**src/rtl/mips_pkg.sv**
```systemverilog
// Shared MIPS front-end constants and the fetch sequencer state encoding.
// Width and reset-vector values here are the defaults the fetch blocks are built with.
package mips_pkg;

  localparam int          MIPS_ADDR_W       = 32;
  localparam int          MIPS_DATA_W       = 32;
  localparam logic [31:0] MIPS_RESET_VECTOR = 32'h0000_0000;
  localparam int          MIPS_PC_STEP      = 4;

  typedef enum logic [1:0] {
    IDLE  = 2'd0,
    FETCH = 2'd1,
    HOLD  = 2'd2,
    FLUSH = 2'd3
  } fetch_state_e;

endpackage

```
**src/rtl/pc_fetch_sequencer_pc_reg.sv**
```systemverilog
// Architectural PC register: synchronous reset to the reset vector, loads d when we is high.
module pc_reg #(
  parameter int                ADDR_W       = mips_pkg::MIPS_ADDR_W,
  parameter logic [ADDR_W-1:0] RESET_VECTOR = ADDR_W'(mips_pkg::MIPS_RESET_VECTOR)
) (
  input  logic              CLK,
  input  logic              RST,
  input  logic              we,
  input  logic [ADDR_W-1:0] d,
  output logic [ADDR_W-1:0] q
);

  always_ff @(posedge CLK) begin
    if (RST) begin
      q <= RESET_VECTOR;
    end else if (we) begin
      q <= d;
    end
  end

endmodule

```
**src/rtl/pc_fetch_sequencer.sv**
```systemverilog
// Instruction fetch sequencer: owns the PC, runs the req/ack handshake to IMEM and
// presents fetched instructions to decode, applying jump/branch redirects and decode stall.
module pc_fetch_sequencer #(
  parameter int                ADDR_W       = mips_pkg::MIPS_ADDR_W,
  parameter int                DATA_W       = mips_pkg::MIPS_DATA_W,
  parameter logic [ADDR_W-1:0] RESET_VECTOR = ADDR_W'(mips_pkg::MIPS_RESET_VECTOR),
  parameter int                PC_STEP      = mips_pkg::MIPS_PC_STEP
) (
  input  logic              CLK,
  input  logic              RST,
  input  logic              stall,
  input  logic              jump,
  input  logic [ADDR_W-1:0] jump_target,
  input  logic              branch_taken,
  input  logic [ADDR_W-1:0] branch_target,
  output logic              imem_req,
  output logic [ADDR_W-1:0] imem_addr,
  input  logic              imem_ack,
  input  logic [DATA_W-1:0] imem_rdata,
  output logic              instr_valid,
  output logic [DATA_W-1:0] instr,
  output logic [ADDR_W-1:0] instr_pc,
  output logic [ADDR_W-1:0] pc
);

  import mips_pkg::*;

  fetch_state_e      state_q, state_d;
  logic              req_q, req_d;
  logic [ADDR_W-1:0] addr_q, addr_d;
  logic              valid_q, valid_d;
  logic [DATA_W-1:0] instr_q, instr_d;
  logic [ADDR_W-1:0] instr_pc_q, instr_pc_d;
  logic [ADDR_W-1:0] pend_q, pend_d;

  logic              pc_we;
  logic [ADDR_W-1:0] pc_d, pc_q;
  logic              redirect;
  logic [ADDR_W-1:0] redir_tgt;
  logic [ADDR_W-1:0] pc_inc;

  pc_reg #(
    .ADDR_W      (ADDR_W),
    .RESET_VECTOR(RESET_VECTOR)
  ) u_pc_reg (
    .CLK(CLK),
    .RST(RST),
    .we (pc_we),
    .d  (pc_d),
    .q  (pc_q)
  );

  // Jump outranks branch; redirect targets are always word aligned.
  always_comb begin
    redirect  = jump | branch_taken;
    redir_tgt = (jump ? jump_target : branch_target) & ~ADDR_W'(3);
    pc_inc    = pc_q + ADDR_W'(PC_STEP);
  end

  always_comb begin
    state_d    = state_q;
    req_d      = req_q;
    addr_d     = addr_q;
    valid_d    = valid_q;
    instr_d    = instr_q;
    instr_pc_d = instr_pc_q;
    pend_d     = pend_q;
    pc_we      = 1'b0;
    pc_d       = pc_q;

    case (state_q)
      IDLE: begin
        state_d = FETCH;
        req_d   = 1'b1;
        valid_d = 1'b0;
        if (redirect) begin
          pc_we  = 1'b1;
          pc_d   = redir_tgt;
          addr_d = redir_tgt;
        end else begin
          addr_d = pc_q;
        end
      end

      FETCH: begin
        if (redirect) begin
          valid_d = 1'b0;
          if (imem_ack) begin
            pc_we  = 1'b1;
            pc_d   = redir_tgt;
            addr_d = redir_tgt;
          end else begin
            // The outstanding request must complete untouched; remember where to go after it.
            pend_d  = redir_tgt;
            state_d = FLUSH;
          end
        end else if (imem_ack) begin
          instr_d    = imem_rdata;
          instr_pc_d = pc_q;
          valid_d    = 1'b1;
          pc_we      = 1'b1;
          pc_d       = pc_inc;
          if (stall) begin
            state_d = HOLD;
            req_d   = 1'b0;
          end else begin
            addr_d = pc_inc;
          end
        end else begin
          valid_d = valid_q & stall;
        end
      end

      HOLD: begin
        if (redirect) begin
          valid_d = 1'b0;
          pc_we   = 1'b1;
          pc_d    = redir_tgt;
          state_d = FETCH;
          req_d   = 1'b1;
          addr_d  = redir_tgt;
        end else if (!stall) begin
          valid_d = 1'b0;
          state_d = FETCH;
          req_d   = 1'b1;
          addr_d  = pc_q;
        end
      end

      FLUSH: begin
        valid_d = 1'b0;
        if (imem_ack) begin
          pc_we   = 1'b1;
          pc_d    = redirect ? redir_tgt : pend_q;
          addr_d  = redirect ? redir_tgt : pend_q;
          state_d = FETCH;
        end else if (redirect) begin
          pend_d = redir_tgt;
        end
      end

      default: begin
        state_d = IDLE;
        req_d   = 1'b0;
        valid_d = 1'b0;
      end
    endcase
  end

  always_ff @(posedge CLK) begin
    if (RST) begin
      state_q    <= IDLE;
      req_q      <= 1'b0;
      addr_q     <= RESET_VECTOR;
      valid_q    <= 1'b0;
      instr_q    <= '0;
      instr_pc_q <= '0;
      pend_q     <= '0;
    end else begin
      state_q    <= state_d;
      req_q      <= req_d;
      addr_q     <= addr_d;
      valid_q    <= valid_d;
      instr_q    <= instr_d;
      instr_pc_q <= instr_pc_d;
      pend_q     <= pend_d;
    end
  end

  assign imem_req    = req_q;
  assign imem_addr   = addr_q;
  assign instr_valid = valid_q;
  assign instr       = instr_q;
  assign instr_pc    = instr_pc_q;
  assign pc          = pc_q;

endmodule

```
**config.mk**
```make
export PLATFORM = sky130hd
export DESIGN_NAME = pc_fetch_sequencer
export DESIGN_NICKNAME = d
export VERILOG_FILES = /design/src/rtl/mips_pkg.sv /design/src/rtl/pc_fetch_sequencer_pc_reg.sv /design/src/rtl/pc_fetch_sequencer.sv
export SDC_FILE = /design/constraint.sdc
export NUM_CORES = 1
export LEC_CHECK = 0
export BUFFER_PORTS_ARGS = -buffer_cell sky130_fd_sc_hd__buf_2
export CORE_AREA = 10 10 166 168
export DETAILED_ROUTE_END_ITERATION = 8
export DIE_AREA = 0 0 176 178
export GPL_TIMING_DRIVEN = 0
export PLACE_DENSITY = 0.69
export SYNTH_ARGS = -nofsm -noshare
export SYNTH_HDL_FRONTEND = slang
export SYNTH_HIERARCHICAL = 1
export SYNTH_SLANG_ARGS = --single-unit
```
**constraint.sdc**
```tcl
create_clock -name CLK -period 6 [get_ports CLK]
set_input_delay 0.6 -clock CLK [delete_from_list [all_inputs] [get_ports CLK]]
set_output_delay 0.6 -clock CLK [all_outputs]
set_load 0.005 [all_outputs]
```
==> results.tsv <==
metric	value	unit
status	finished, violations left	
violations	design-rule violations	
nets	1613	
num_io_pins	232	
ys_async_sr_fraction	0	%
reg2reg_from	state_q[0]	
synth_warnings	6	
worst_pin_slew	1040	ps
rows	57	
crit_type	reg -> reg	
synth_seq_cells	164	
critical-path-slowest-cell	clkbuf_1	
cts_resized	0	
cp-end-kind	register	
dieArea	31300	um2
yosys.area_share.simple	23.0	%
path_cells	clkbuf_1 -> nor2b_1 -> clkbuf_1 -> clkbuf_1 -> a21oi_1 -> buf_6 -> buf_12 -> mux2i_1 -> nor2_1	
antenna_left	0	
drc	1	
port_buffers	226	
max-clock-path-buffers	2	
synthAdderAreaFrac	0.131	%
num_vias	11500	
clk_latency	450	ps
drtPass1Iterations	9	
syn_nets	1368	
fin_worst_skew	16.6	ps
hpwl	36.0	mm
core	24100	um2
post_cts_buffers	0	
area_growth	22.6	%
first_global_vias	11200	
slew_headroom	30.4	%
setup_tns	0	ps
cp_common_cell	clkbuf_1	
fin_hold_ws	374	ps
muxShareOfSynthArea	7.52	%
reg2reg_to	u_pc_reg/q[11]	
worstPathArrival	3600	ps
place.gp.congestion	1.06	
finalSetupViolCount	0	
holdBufCountCts	0	
r2r_slack	2700	ps
cts_made_buffers	17	
grt_pass1_wl	71.1	mm
fp.dieH	178	um
p_per_area	259	nW/um2
grt_overflow_total	0	
layout_commonest_cell	buf_2	
period_needed	3300	ps
cts_sinks	164	
slew_violations	0	
diodes	0	
clkTransAtPathRegs	90	ps
vias_per_cell	6.22	
htree_levels	4	
die_w	176	um
antenna_found_initial	0	
cp.required	6300	ps
track_usage	30.1	%
ys_seq_area_share	34.4	%
cpPeakStageDelay	750	ps
synth.distinct_cells	79	
wirelength	49.0	mm
drt_iter0_drc	1706	
p_leak	0.00488	uW
finalCritPeriodShare	55.0	%
critPathLaunch	state_q[0]	
synth_ff_type	dfxtp_1	
hold_path_class	in -> reg	
cts_tree	done	
synth-edff-count	0	
synth_cells	1265	
avgSynthCellArea	7.55	um2
avgRoutedWirePerCell	26.5	um
cts_root_buf	clkbuf_16	
synth_top_family_by_area	compound AO/OA/AOI/OAI gates	
vdd_ir_drop_max	0.156	mV
synth-compound-area-share	26.9	%
initial_core_util	39.6	%
mostFrequentLayoutCells	253 x buf_2, 193 x nand2_1, 164 x dfxtp_1	
critPathLaunchType	register	
hold_viol	0	
grt_setup_unrepaired	no	
grt_max_degree	21	
drive_gt1_share	21.8	%
cp_max_fo	10	
fmax	303	MHz
synthXorXnorAreaFrac	1.28	%
synth.cell_area	9550	um2
rr_worst_depth	9	
drv_cap	0	
crit_path_end	u_pc_reg/q[11]	
## critical path: cells and delay by family (launching register included)
kind | cells | cell delay, ps
muxes | 1 | 170
AOI/OAI and AO/OA | 1 | 110
DFF | 1 | 390
buffers and inverters | 5 | 2150
and+or+nand+nor | 2 | 330
## state kept, by name (all words and copies together) (netlist names)
name / count
instr: 32
imem_req: 1
instr_pc: 32
state_q: 2
imem_addr: 32
instr_valid: 1
pend_q: 32
u_pc_reg/q: 32
## per-stage QoR
stage | util, % | total power [uW] | setup slack (ps) | instances | cell area (um2)
finish | 48.6 | 3030 | 2700 | 1847 | 11700
global route | 48.6 | 3120 | 2640 | 1847 | 11700
CTS | 48.6 | 3000 | 2890 | 1847 | 11700
detailed placement | 46.0 | 1860 | 2570 | 1815 | 11100
global placement | 46.0 | 1860 | 2550 | 1815 | 11100
floorplan | - | 1580 | 3690 | 1265 | 9550
## synth_stat cells, drive strengths merged (9+ instances only)
master | instances | area [um2]
nand2 | 195 | 742
dfxtp | 164 | 3280
nor2 | 145 | 547
a21oi | 117 | 586
clkbuf | 75 | 284
o21ai | 75 | 375
mux2i | 65 | 651
buf | 49 | 300
a211oi | 34 | 255
nor3 | 33 | 186
nand3 | 24 | 120
o22ai | 24 | 150
a31oi | 19 | 119
inv | 18 | 67.6
nand4 | 17 | 136
nor4 | 12 | 81.3
a21boi | 11 | 82.6
a221o | 11 | 110
o31a | 10 | 91.3
a221oi | 9 | 78.8
a22oi | 9 | 67.6
nand2b | 9 | 56.3
xnor2 | 9 | 78.8
## worst min path at each step
stage,startpoint,cells after the start,endpoint
detailed placement,instr_pc[13],2,instr_pc[13]
CTS,imem_rdata[6],3,instr[6]
floorplan,imem_addr[10],2,imem_addr[10]
finish,imem_rdata[9],3,instr[9]
global route,imem_rdata[6],3,instr[6]
global placement,instr[17],2,instr[17]
## cell families (layout without fill, tap and decap cells)
| kind of cell | Yosys count | after routing |
|---|---|---|
| xor gates and xnor gates | 14 | 14 |
| DFF | 164 | 164 |
| and+or+nand+nor | 480 | 480 |
| muxes | 71 | 71 |
| AOI/OAI and AO/OA | 393 | 393 |
| adders and majority gates | 1 | 1 |
| buffers and inverters | 142 | 400 |
## metal layers
layer / up-vias / track usage (%) / wire [um]
met5: - / 0 / 0
li1: 5074 / - / -
met2: 867 / 46.3 / 21200
met3: 223 / 9.43 / 6620
met1: 5316 / 36.6 / 18200
met4: 0 / 17.5 / 2900
## layout make-up
type / count / area [um2]
repair buffers: 226 / 1130
clock buffers: 17 / 425
clock inverters: 15 / 196
fillers: 2512 / 12400
plain buffers: 124 / 584
flip-flops and latches: 164 / 3280
inverters: 18 / 67.6
multi-input cells: 959 / 5620
well taps: 324 / 405
## where the power goes
part / internal (uW) / switching [uW]
Combinational: 233 / 432
Sequential: 1150 / 58.7
Clock: 572 / 583
Total: 1950 / 1070
(Power assumes the default switching activity.)
